<file path="src/rtl/prog_loader_pkg.sv">
// Shared types and constants for the boot-time program loader.
// Latency: n/a (types and constants only).
// Backpressure: n/a.
`ifndef DATAWIDTH
`define DATAWIDTH 32
`endif
`ifndef ADDRWIDTH
`define ADDRWIDTH 32
`endif

package prog_loader_pkg;

  // Loader sequencing states; RUN is the only state in which the core runs.
  typedef enum logic [2:0] {
    ST_HDR0 = 3'd0,
    ST_HDR1 = 3'd1,
    ST_DATA = 3'd2,
    ST_RUN  = 3'd3,
    ST_ERR  = 3'd4
  } state_e;

  // Image header is a 16-bit little-endian word count.
  localparam int HDR_BYTES      = 2;
  localparam int BYTES_PER_WORD = `DATAWIDTH / 8;

  // States in which the loader takes bytes from the source.
  function automatic logic is_loading(input state_e s);
    return (s == ST_HDR0) || (s == ST_HDR1) || (s == ST_DATA);
  endfunction

endpackage

</file>
<file path="src/rtl/prog_loader_byte_packer.sv">
// Packs a byte stream into little-endian words (first byte -> bits [7:0]).
// Latency: word_valid/word register one cycle after the last byte of a word.
// Backpressure: none; caller qualifies each byte with byte_en.
//
// Ports: clk/rst_n; clr drops any partial word; byte_en/byte_data deliver
// one byte; last_lane flags that the next byte completes a word;
// word_valid/word present the completed word for one cycle.
module byte_packer
  import prog_loader_pkg::*;
#(
  parameter int DATAW = `DATAWIDTH
) (
  input  logic             clk,
  input  logic             rst_n,
  input  logic             clr,
  input  logic             byte_en,
  input  logic [7:0]       byte_data,
  output logic             last_lane,
  output logic             word_valid,
  output logic [DATAW-1:0] word
);

  localparam int BPW   = DATAW / 8;
  localparam int LANEW = $clog2(BPW);

  logic [LANEW-1:0] lane;
  // Earlier bytes of the current word; new bytes enter at the top so the
  // first byte ends up lowest once the word is complete.
  logic [DATAW-9:0] sh;

  assign last_lane = (lane == LANEW'(BPW - 1));

  always_ff @(posedge clk or negedge rst_n) begin
    if (!rst_n) begin
      lane       <= '0;
      sh         <= '0;
      word       <= '0;
      word_valid <= 1'b0;
    end else begin
      word_valid <= byte_en && last_lane;
      if (clr) begin
        lane <= '0;
        sh   <= '0;
      end else if (byte_en) begin
        sh <= {byte_data, sh[DATAW-9:8]};
        if (last_lane) begin
          lane <= '0;
          word <= {byte_data, sh};
        end else begin
          lane <= lane + 1'b1;
        end
      end
    end
  end

endmodule

</file>
<file path="src/rtl/prog_loader.sv">
// Boot sequencer: holds the core in reset, loads a byte-stream image into IRAM.
// Latency: IRAM write 1 cycle after a word's last byte; core released 1 later.
// Backpressure: byte_ready only while loading; stalls on byte_valid gaps.
//
// Ports: clk/rst_n; byte_valid/byte_data/byte_ready source handshake;
// restart reloads from RUN or ERR; imem_we/imem_addr/imem_wdata IRAM write
// port; core_rst_n datapath reset; busy while loading; err on rejected image.
module prog_loader
  import prog_loader_pkg::*;
#(
  parameter int          DATAW = `DATAWIDTH,
  parameter int          ADDRW = `ADDRWIDTH,
  parameter int unsigned DEPTH = 1024
) (
  input  logic             clk,
  input  logic             rst_n,
  input  logic             byte_valid,
  input  logic [7:0]       byte_data,
  output logic             byte_ready,
  input  logic             restart,
  output logic             imem_we,
  output logic [ADDRW-1:0] imem_addr,
  output logic [DATAW-1:0] imem_wdata,
  output logic             core_rst_n,
  output logic             busy,
  output logic             err
);

  state_e      state, nxt;
  logic [15:0] cnt;
  logic [15:0] widx;
  logic [15:0] hdr_n;
  logic        accept;
  logic        last_lane;
  logic        run_q;
  logic        clr;

  assign accept = byte_valid && byte_ready;
  // Full word count as it will stand once the second header byte lands.
  assign hdr_n  = {byte_data, cnt[7:0]};
  assign clr    = restart && ((state == ST_RUN) || (state == ST_ERR));

  always_comb begin
    nxt = state;
    case (state)
      ST_HDR0: if (accept) nxt = ST_HDR1;
      ST_HDR1: begin
        if (accept) begin
          if (hdr_n == 16'd0)                nxt = ST_RUN;
          else if ({16'd0, hdr_n} > DEPTH)   nxt = ST_ERR;
          else                               nxt = ST_DATA;
        end
      end
      ST_DATA: begin
        if (accept && last_lane && ((widx + 16'd1) == cnt)) nxt = ST_RUN;
      end
      ST_RUN:  if (restart) nxt = ST_HDR0;
      ST_ERR:  if (restart) nxt = ST_HDR0;
      default: nxt = ST_HDR0;
    endcase
  end

  // Status outputs are registered from the next state so they line up with
  // the state register. core_rst_n rises one cycle after entering RUN (the
  // last IRAM write lands first) but drops in the same cycle as leaving RUN.
  always_ff @(posedge clk or negedge rst_n) begin
    if (!rst_n) begin
      state      <= ST_HDR0;
      byte_ready <= 1'b0;
      busy       <= 1'b0;
      err        <= 1'b0;
      run_q      <= 1'b0;
      core_rst_n <= 1'b0;
    end else begin
      state      <= nxt;
      byte_ready <= is_loading(nxt);
      busy       <= is_loading(nxt);
      err        <= (nxt == ST_ERR);
      run_q      <= (nxt == ST_RUN);
      core_rst_n <= run_q && (nxt == ST_RUN);
    end
  end

  always_ff @(posedge clk or negedge rst_n) begin
    if (!rst_n) begin
      cnt       <= '0;
      widx      <= '0;
      imem_addr <= '0;
    end else if (clr) begin
      cnt  <= '0;
      widx <= '0;
    end else if (accept) begin
      case (state)
        ST_HDR0: cnt[7:0]  <= byte_data;
        ST_HDR1: cnt[15:8] <= byte_data;
        ST_DATA: begin
          if (last_lane) begin
            imem_addr <= ADDRW'({widx, 2'b00});
            widx      <= widx + 16'd1;
          end
        end
        default: ;
      endcase
    end
  end

  byte_packer #(.DATAW(DATAW)) u_packer (
    .clk        (clk),
    .rst_n      (rst_n),
    .clr        (clr),
    .byte_en    (accept && (state == ST_DATA)),
    .byte_data  (byte_data),
    .last_lane  (last_lane),
    .word_valid (imem_we),
    .word       (imem_wdata)
  );

endmodule

</file>
<file path="config.mk">
export PLATFORM = sky130hd
export DESIGN_NAME = prog_loader
export DESIGN_NICKNAME = d
export VERILOG_FILES = /design/src/rtl/prog_loader_pkg.sv /design/src/rtl/prog_loader_byte_packer.sv /design/src/rtl/prog_loader.sv
export SDC_FILE = /design/constraint.sdc
export NUM_CORES = 1
export LEC_CHECK = 0
export CELL_PAD_IN_SITES_DETAIL_PLACEMENT = 0
export CELL_PAD_IN_SITES_GLOBAL_PLACEMENT = 1
export CORE_MARGIN = 4
export CORE_UTILIZATION = 42
export CTS_BUF_LIST = sky130_fd_sc_hd__clkbuf_4
export DETAILED_ROUTE_END_ITERATION = 12
export GPL_TIMING_DRIVEN = 1
export PLACE_DENSITY = 0.92
export SLEW_MARGIN = 20
export SYNTH_ARGS = -nofsm -noshare
export SYNTH_HDL_FRONTEND = slang
export SYNTH_SLANG_ARGS = --single-unit
</file>
<file path="constraint.sdc">
create_clock -name clk -period 2.6 [get_ports clk]
set_input_delay 0.78 -clock clk [delete_from_list [all_inputs] [get_ports clk]]
set_output_delay 0.78 -clock clk [all_outputs]
set_load 0.01 [all_outputs]
</file>
* Yosys cells after proc, flatten, opt, wreduce, memory -nomap -nowiden
Index checks and enable logic that the tools add are counted.
Word-level totals: input port bits 12, register bits 114, word-level logic and storage cells 72, output and inout port bits 69
Cells by class: $lt $le $gt $ge 1, equal/unequal tests 10, reduce and logical (&&, ||, !) cells 25, bitwise gates (word level) 1, $add $sub $neg 2, mux-type cells 20
Operator list (count):
- 2-to-1 mux 16 bit | 6
- 2-to-1 mux 24 bit | 2
- 2-to-1 mux 3 bit | 6
- adder 16 x 1 -> 16 bit (second input constant) | 1
- equality test 16 bit | 1
- greater-than comparator 16 x 11 -> 1 bit (second input constant) | 1
- logical NOT 16 bit | 1
- 2-to-1 mux 8 bit | 2
- equality test 3 x 2 -> 1 bit (second input constant) | 4
- case mux 3 bit (4 select lines) | 1
- nonzero test 2 bit | 6
- logical AND 1 bit | 7
- equality test 3 x 1 -> 1 bit (second input constant) | 2
- equality test 3 bit (second input constant) | 2
- logical NOT 3 bit | 2
- 2-to-1 mux 2 bit | 3
- AND reduction 3 bit | 2
- AND reduction 2 bit | 2
- AND reduction 4 bit | 1
- logical OR 1 bit | 3
- adder 2 x 1 -> 2 bit (second input constant) | 1
- equality test 2 bit (second input constant) | 1
- OR reduction 2 bit | 1
- NOT 1 bit | 1

* Depth between registers and ports, before layout
Gate-level depths: netlist of run 1.
word-level depth 8, gate-level depth with buffers 10, mapped depth without buffers 7

* Modules after synthesis
From an unflattened synthesis of run 1, not the netlist that was laid out.
Second synthesis, totals: cells, all modules 501, area total of the unflattened synthesis 5629.1 um2
By module, submodules not included:
- prog_loader | times used 1, sequential area each 1376.3 um2, area each 3215.6 um2, cells each 346
- byte_packer | times used 1, sequential area each 1476.4 um2, area each 2413.6 um2, cells each 155

* Worst setup path before layout of run 1
Ideal clock, no wire load.
path kind input-to-reg, start input byte_valid, end register busy, slack -3 ps, data required time 2480 ps, cell stages on the path 8, setup time 120 ps, data arrival time 2483 ps, buffers on the path 1, cell sequence nand2_1 nand4bb_1 buf_2 inv_1 nand4_1 a2111o_1 or4_4 and3b_1
Between the ends: cells in the longest elaborated chain, start to end 8, elaborated cells between the ends (all ways) 12, those cells by class eq/ne: 2; mux: 4; reduce/logical: 6
Ends and longest elaborated chain:
- start: declaration | RTL line prog_loader.sv:17 | input logic byte_valid,
- logical AND 1 bit (*) | RTL line prog_loader.sv:38 | assign accept = byte_valid && byte_ready;
- logical AND 1 bit (2 in series) | RTL line prog_loader.sv:55 | if (accept && last_lane && ((widx + 16'd1) == cnt)) nxt = ST_RUN;
- 2-to-1 mux 3 bit | RTL line prog_loader.sv:55
- case mux 3 bit (4 select lines) (*) | RTL line prog_loader.sv:45 | case (state)
- equality test 3 x 1 -> 1 bit or logical NOT 3 bit (tied branches) | RTL line prog_loader_pkg.sv:28 | return (s == ST_HDR0) || (s == ST_HDR1) || (s == ST_DATA);
- logical OR 1 bit | RTL line prog_loader_pkg.sv:28
- logical OR 1 bit (*) | RTL line prog_loader_pkg.sv:28
- end signal: assignment | RTL line prog_loader.sv:77 | busy <= is_loading(nxt);
- end: declaration | RTL line prog_loader.sv:25 | output logic busy,
Mark *: on every way between the ends. The rest lies on a longest branch, timed or not. A chain may end at the register's enable or synchronous reset.

* Worst setup path after layout of run 1
start register widx[8], end register busy
Between the ends: cells in the longest elaborated chain, start to end 8, elaborated cells between the ends (all ways) 10, those cells by class add/sub: 1; eq/ne: 3; mux: 2; reduce/logical: 4
Ends and longest elaborated chain:
- start: declaration | RTL line prog_loader.sv:31 | logic [15:0] widx;
- start signal: assignment | RTL line prog_loader.sv:99 | widx <= widx + 16'd1;
- adder 16 x 1 -> 16 bit (*) | RTL line prog_loader.sv:55
- equality test 16 bit (*) | RTL line prog_loader.sv:55
- logical AND 1 bit (*) | RTL line prog_loader.sv:55
- 2-to-1 mux 3 bit (*) | RTL line prog_loader.sv:55
- case mux 3 bit (4 select lines) (*) | RTL line prog_loader.sv:45
- equality test 3 x 1 -> 1 bit or logical NOT 3 bit (tied branches) | RTL line prog_loader_pkg.sv:28
- logical OR 1 bit | RTL line prog_loader_pkg.sv:28
- logical OR 1 bit (*) | RTL line prog_loader_pkg.sv:28
Marked as above.

==> results of run 1 <==
report_power, final:
part,switching (mW),internal [mW]
combinational,0.515,0.462
sequential,0.211,1.95
clock,0.747,0.774
total,1.47,3.18
cell type report:
class | instances | area (µm²)
Fill cell | 1144 | 5820
Sequential cell | 114 | 2860
Multi-Input combinational cell | 446 | 2330
Timing Repair Buffer | 109 | 1040
Tap cell | 172 | 215
Clock inverter | 15 | 206
Clock buffer | 17 | 128
Inverter | 6 | 22.5
per-layer routing:
layer  track usage  vias to the layer above  part of all wire
met5             0                        -                 0
met4        0.0539                        0             0.013
met3        0.0401                       27             0.060
met2         0.302                      163              0.48
met1         0.273                     2203              0.45
li1              -                     2155                 -
path summary, 6_finish.rpt:
| check | slack (ns) | cells past startpoint | to |
|---|---|---|---|
| max | 0.16 | 7 | busy |
| min | 0.23 | 1 | u_packer.word[8] |
| max reg2reg | 0.16 | 7 | busy |
| min reg2reg | 0.47 | 2 | u_packer.word[6] |
| max in group asynchronous | 1.75 | 2 | u_packer.sh[14] |
| min in group clk | 0.47 | 2 | u_packer.word[6] |
registers in the layout, indices dropped and copies added, names as in the netlist:
signal	cells
busy	1
cnt	16
core_rst_n	1
err	1
imem_addr	16
run_q	1
state	3
u_packer.lane	2
u_packer.sh	24
u_packer.word	32
u_packer.word_valid	1
widx	16
placed cells by master, fill, tap and decap left out, drive strengths merged, types with 4 or more instances in the layout:
cell type	netlist	layout
nand3	8	8
conb	1	16
nand4	6	6
nor3	10	10
clkdlybuf4s50	0	63
buf	28	46
xor2	10	10
dfrtp	114	114
clkbuf	29	17
a21oi	35	35
o21ai	20	20
bufinv	0	4
nor4	5	5
mux2i	15	15
xnor2	11	11
o31ai	8	8
inv	6	9
nor2	34	34
o211ai	5	5
clkinv	0	6
nand2	220	220
cell families after synthesis:
logic type	Yosys count	synth area share
compound gates	84	0.0941
xor+xnor	21	0.0340
fa+ha+maj	2	0.00462
buf+inv	63	0.0599
flops	114	0.527
mux	15	0.0277
other cells	1	0.000693
simple gates	308	0.252
metrics by stage:
step           std cells  hold WS (ns)  TNS [ns]   util  area, µm²
5_1_grt              879         0.232         0  0.539       6800
4_1_cts              879         0.221         0  0.538       6790
2_1_floorplan        623         0.439         0      -       5470
6_report             879         0.231         0  0.539       6800
3_5_place_dp         847         0.457     -3.93  0.511       6450
3_3_place_gp         847         0.453     -2.85  0.511       6450
repair_timing:
item | in CTS | in global routing
gates resized for setup | 1 | 3
endpoints found under the setup margin | 1 | 3
gates cloned | 0 | 0
==> metrics, run 1 <==
Vias/cell 5.17; area leader, netlist dfrtp_1; Slew Limit Headroom 0.504; CP peak stage delay 0.57 ns; Die Y 122 µm; Pwr per Cell Area 684 nW/µm²; crit path cell chain nand4_2 -> buf_4 -> nor4_2 -> xnor2_1 -> o2111ai_1 -> or4_4 -> and3b_1; RSZ-0062 raised after global routing no; Syn Inst Count 608; Synth cell types between 50 and 60; row cnt 41; core area 12600 µm²; Final GP Congestion about 0.9; most frequent cell after synthesis nand2_1; chip width 122 µm; synthesis-to-finish area growth 25.6%; setup ws final 0.162 ns; VDD IR max 0.538 mV; Hold Violations, Final 0; Num Clock Sinks between 100 and 150; largest net degree at the start of global routing between 70 and 80; Avg Cell Area, Syn 8.90 µm²; worst r2r src widx[8]; initial antenna violation count 0; post-synthesis register bit count 114; f_max between 0.4 and 0.5 GHz; critical path fanouts, max 6; Layout Skew between 0.02 and 0.025 ns; crit end category flop; Initial Util 0.429; layout cells sized above 1 0.141; Remaining Overflow, GRT 0; Max Cap Viol 0; Post-DP HPWL 9.28 mm; type of origin of the critical path flop; Ant. Diodes 0; Synth top cells by count 219 x nand2_1, 114 x dfrtp_1, 35 x a21oi_1; Setup Slack @ Placement -0.349 ns; WP data arrival 2.85 ns; number of setup buffers added after CTS 0; routed wire length per instance 15.3 µm; Ports 81; CTS tree built; outcome finished clean; Syn. warnings 0; DRT antenna net count 0; Tightest Pin Transition 0.745 ns; number of enable flip-flop cells after synthesis 0; Pwr Total between 4 and 5 mW; Post-CTS Hold Buffers 0; global-route wire length before repair 22.8 mm; post-synth top area share 0.527; Nets approximately 700; slowest stage cell on the critical path or4_4; clock-pin slew on the worst setup and hold paths 0.12 ns; Pleak 3.21 nW; H-tree level count 4; CTS Buffer Depth 2; top_reg_cell synth dfrtp_1; endpoints failing setup 0; total CTS buffers 17; Setup CP Type reg2reg; TritonRoute pass-1 iters 5; vias in the first global route 4620; Largest delay share family, worst path simple AND/OR/NAND/NOR gates; Die Area 14800 µm²; fin crit share 0.938; Final Critical Period 2.44 ns; drt total wl 13.4 mm; drt first-iter violations 392; DRC viols 0; synth top area cells dfrtp_1 53%, nand2_1 15%, a21oi_1 3.2%; Synth async-reset ratio 1.00; Bufs and invs on worst path 1; clk_lat worst skew around 0.51 ns; sequential share of the synthesized area 0.527; Hold WC Path Type in2async; Worst setup startpoint widx[8]; Critical Path RT between 3 and 4 ns; IO Port Bufs 64; gr usage total 0.193; CTS root buffer clkbuf_4; Max Slew Vio Count 0; Netlist Area Pre-Place ~5400 µm²; vias 4548
No activity file was read; power rests on OpenSTA's default activity.
==> run 2, diff against run 1 <==
- CAP_MARGIN: unset -> 20
- HOLD_SLACK_MARGIN: unset -> 0.03
==> results of run 2 <==
Final layout, timing and power as in run 1 (identical DEF).
==> run 3, diff against run 2 <==
- CORE_UTILIZATION: 42 -> 38
- PLACE_DENSITY: 0.92 -> 0.89
- clock period: 2.6 -> 2.1 ns (I/O delays scaled with it)
==> run 3 against run 2 <==
  * The run now ends with negative setup slack left
  * Critical path type unchanged
  * Die area up 9.8%
  * Combinational power up 33%
  * Non-clock buffer count up 39
  * Wire length up 5.4%
==> metrics, run 3 (synthesis gave the netlist of run 1 again) <==
dpl cells approximately 900; Hold WC Path Type reg2reg; crit end category flop; Tightest Pin Transition roughly 0.56 ns; type of origin of the critical path flop; DRC viols 0; Layout Skew 0.0150 ns; Initial Util 0.388; routed wire length per instance 15.3 µm; IO Port Bufs 64; Post-DP HPWL between 10 and 15 mm; CTS tree built; vias in the first global route 4722; VDD IR max 0.462 mV; Vias/cell 4.95; Nets 747; setup ws final -0.252 ns; gr usage total 0.181; H-tree level count 4; Die Y 127 µm; total CTS buffers 17; endpoints failing setup 6; f_max 0.425 GHz; layout cells sized above 1 0.201; Top Registers u_packer.word (32), u_packer.sh (24); TritonRoute pass-1 iters 5; Setup CP Type reg2reg; Critical Path RT 2.52 ns; RSZ-0062 raised after global routing yes; WP data arrival 2.78 ns; outcome complete, but fails checks; row cnt 43; Num Clock Sinks 114; drt total wl 14.1 mm; initial antenna violation count 0; Pleak 3.83 nW; failing checks negative setup slack; Most flops, register u_packer.word; core area 13900 µm²; Final Critical Period 2.35 ns; Pwr per Cell Area 758 nW/µm²; Core Util, Final 0.509; vias 4584; Final GP Congestion 0.901; Max Slew Vio Count 0; Max Cap Viol 0; chip width 127 µm; Pwr Total 5.38 mW; CTS Buffer Depth 2; clk_lat worst skew 0.54 ns; synthesis-to-finish area growth 31.1%; fin cells 926; DRT antenna net count 0; Die Area 16200 µm²; largest net degree at the start of global routing 72; Slew Limit Headroom 0.629; commonest non-fill, non-tap cell in the layout nand2_1; fin crit share 1.12; most frequent cells in the layout 218 x nand2_1, 106 x dfrtp_1, 76 x buf_4; CTS root buffer clkbuf_4; drt first-iter violations between 300 and 400; Hold Violations, Final 0; global-route wire length before repair approximately 23 mm; clock-pin slew on the worst setup and hold paths 0.11 ns; max reg flops 32; Ports just over 80; Setup Slack @ Placement -0.721 ns; Remaining Overflow, GRT 0; critical path fanouts, max 4
## run 3: final cells by class
| cell class | instances | area, µm² |
|---|---|---|
| inverters | 6 | 22.5 |
| multi-input cells | 446 | 2400 |
| diodes | 1 | 2.50 |
| clock buffers | 20 | 150 |
| repair buffers | 148 | 1330 |
| fillers | 1343 | 6840 |
| clock inverters | 11 | 91.3 |
| well taps | 180 | 225 |
| flip-flops and latches | 114 | 2860 |
## run 3: critical path, stage by stage, from the launching register on
cell and delay [ns]:
dfrtp_2 0.46, and4_4 0.27, nand4_1 0.18, xnor2_1 0.18
a2111o_1 0.37, or4_4 0.56, and3b_1 0.20
## run 3: worst paths after layout
path,from,endpoint,slack (ns),cells after the start
min in group asynchronous,rst_n,u_packer.sh[12],0.58,2
worst max register to register,widx[0],busy,-0.25,6
max in group asynchronous,rst_n,u_packer.word[15],0.89,3
worst max-delay path,widx[0],busy,-0.25,6
worst min-delay path,u_packer.word[3],u_packer.word[3],0.47,2
worst min register to register,u_packer.word[3],u_packer.word[3],0.47,2
## run 3: routing by layer
metal / part of all wire / vias to the layer above / GRT usage
li1: - / 2227 / -
met1: 0.46 / 2234 / 0.249
met2: 0.48 / 103 / 0.289
met3: 0.044 / 20 / 0.0355
met4: 0.018 / 0 / 0.0637
met5: 0 / - / 0
## run 3: where the power goes
group / switching, mW / internal (mW)
registers: 0.227 / 2.41
clock network: 0.833 / 0.606
logic: 0.679 / 0.625
total: 1.74 / 3.64
## run 3: through the flow
| stage | area, µm² | hold WS [ns] | setup TNS [ns] |
|---|---|---|---|
| 6_report | 7090 | 0.472 | -1.04 |
| 5_1_grt | 7090 | 0.498 | -1.40 |
| 4_1_cts | 7010 | 0.481 | -1.06 |
| 3_5_place_dp | 6740 | 0.458 | -34.77 |
| 3_3_place_gp | 6740 | 0.453 | -29.49 |
| 2_1_floorplan | 5510 | 0.334 | -0.195 |
## run 3: repair_timing
item | CTS | global route
hold buffers | 1 | 0
buffers inserted | 3 | 2
pin swaps | 2 | 2
gates cloned | 0 | 0
gates resized for setup | 47 | 23
hold endpoints to repair | 32 | 0
setup endpoints to repair | 43 | 27
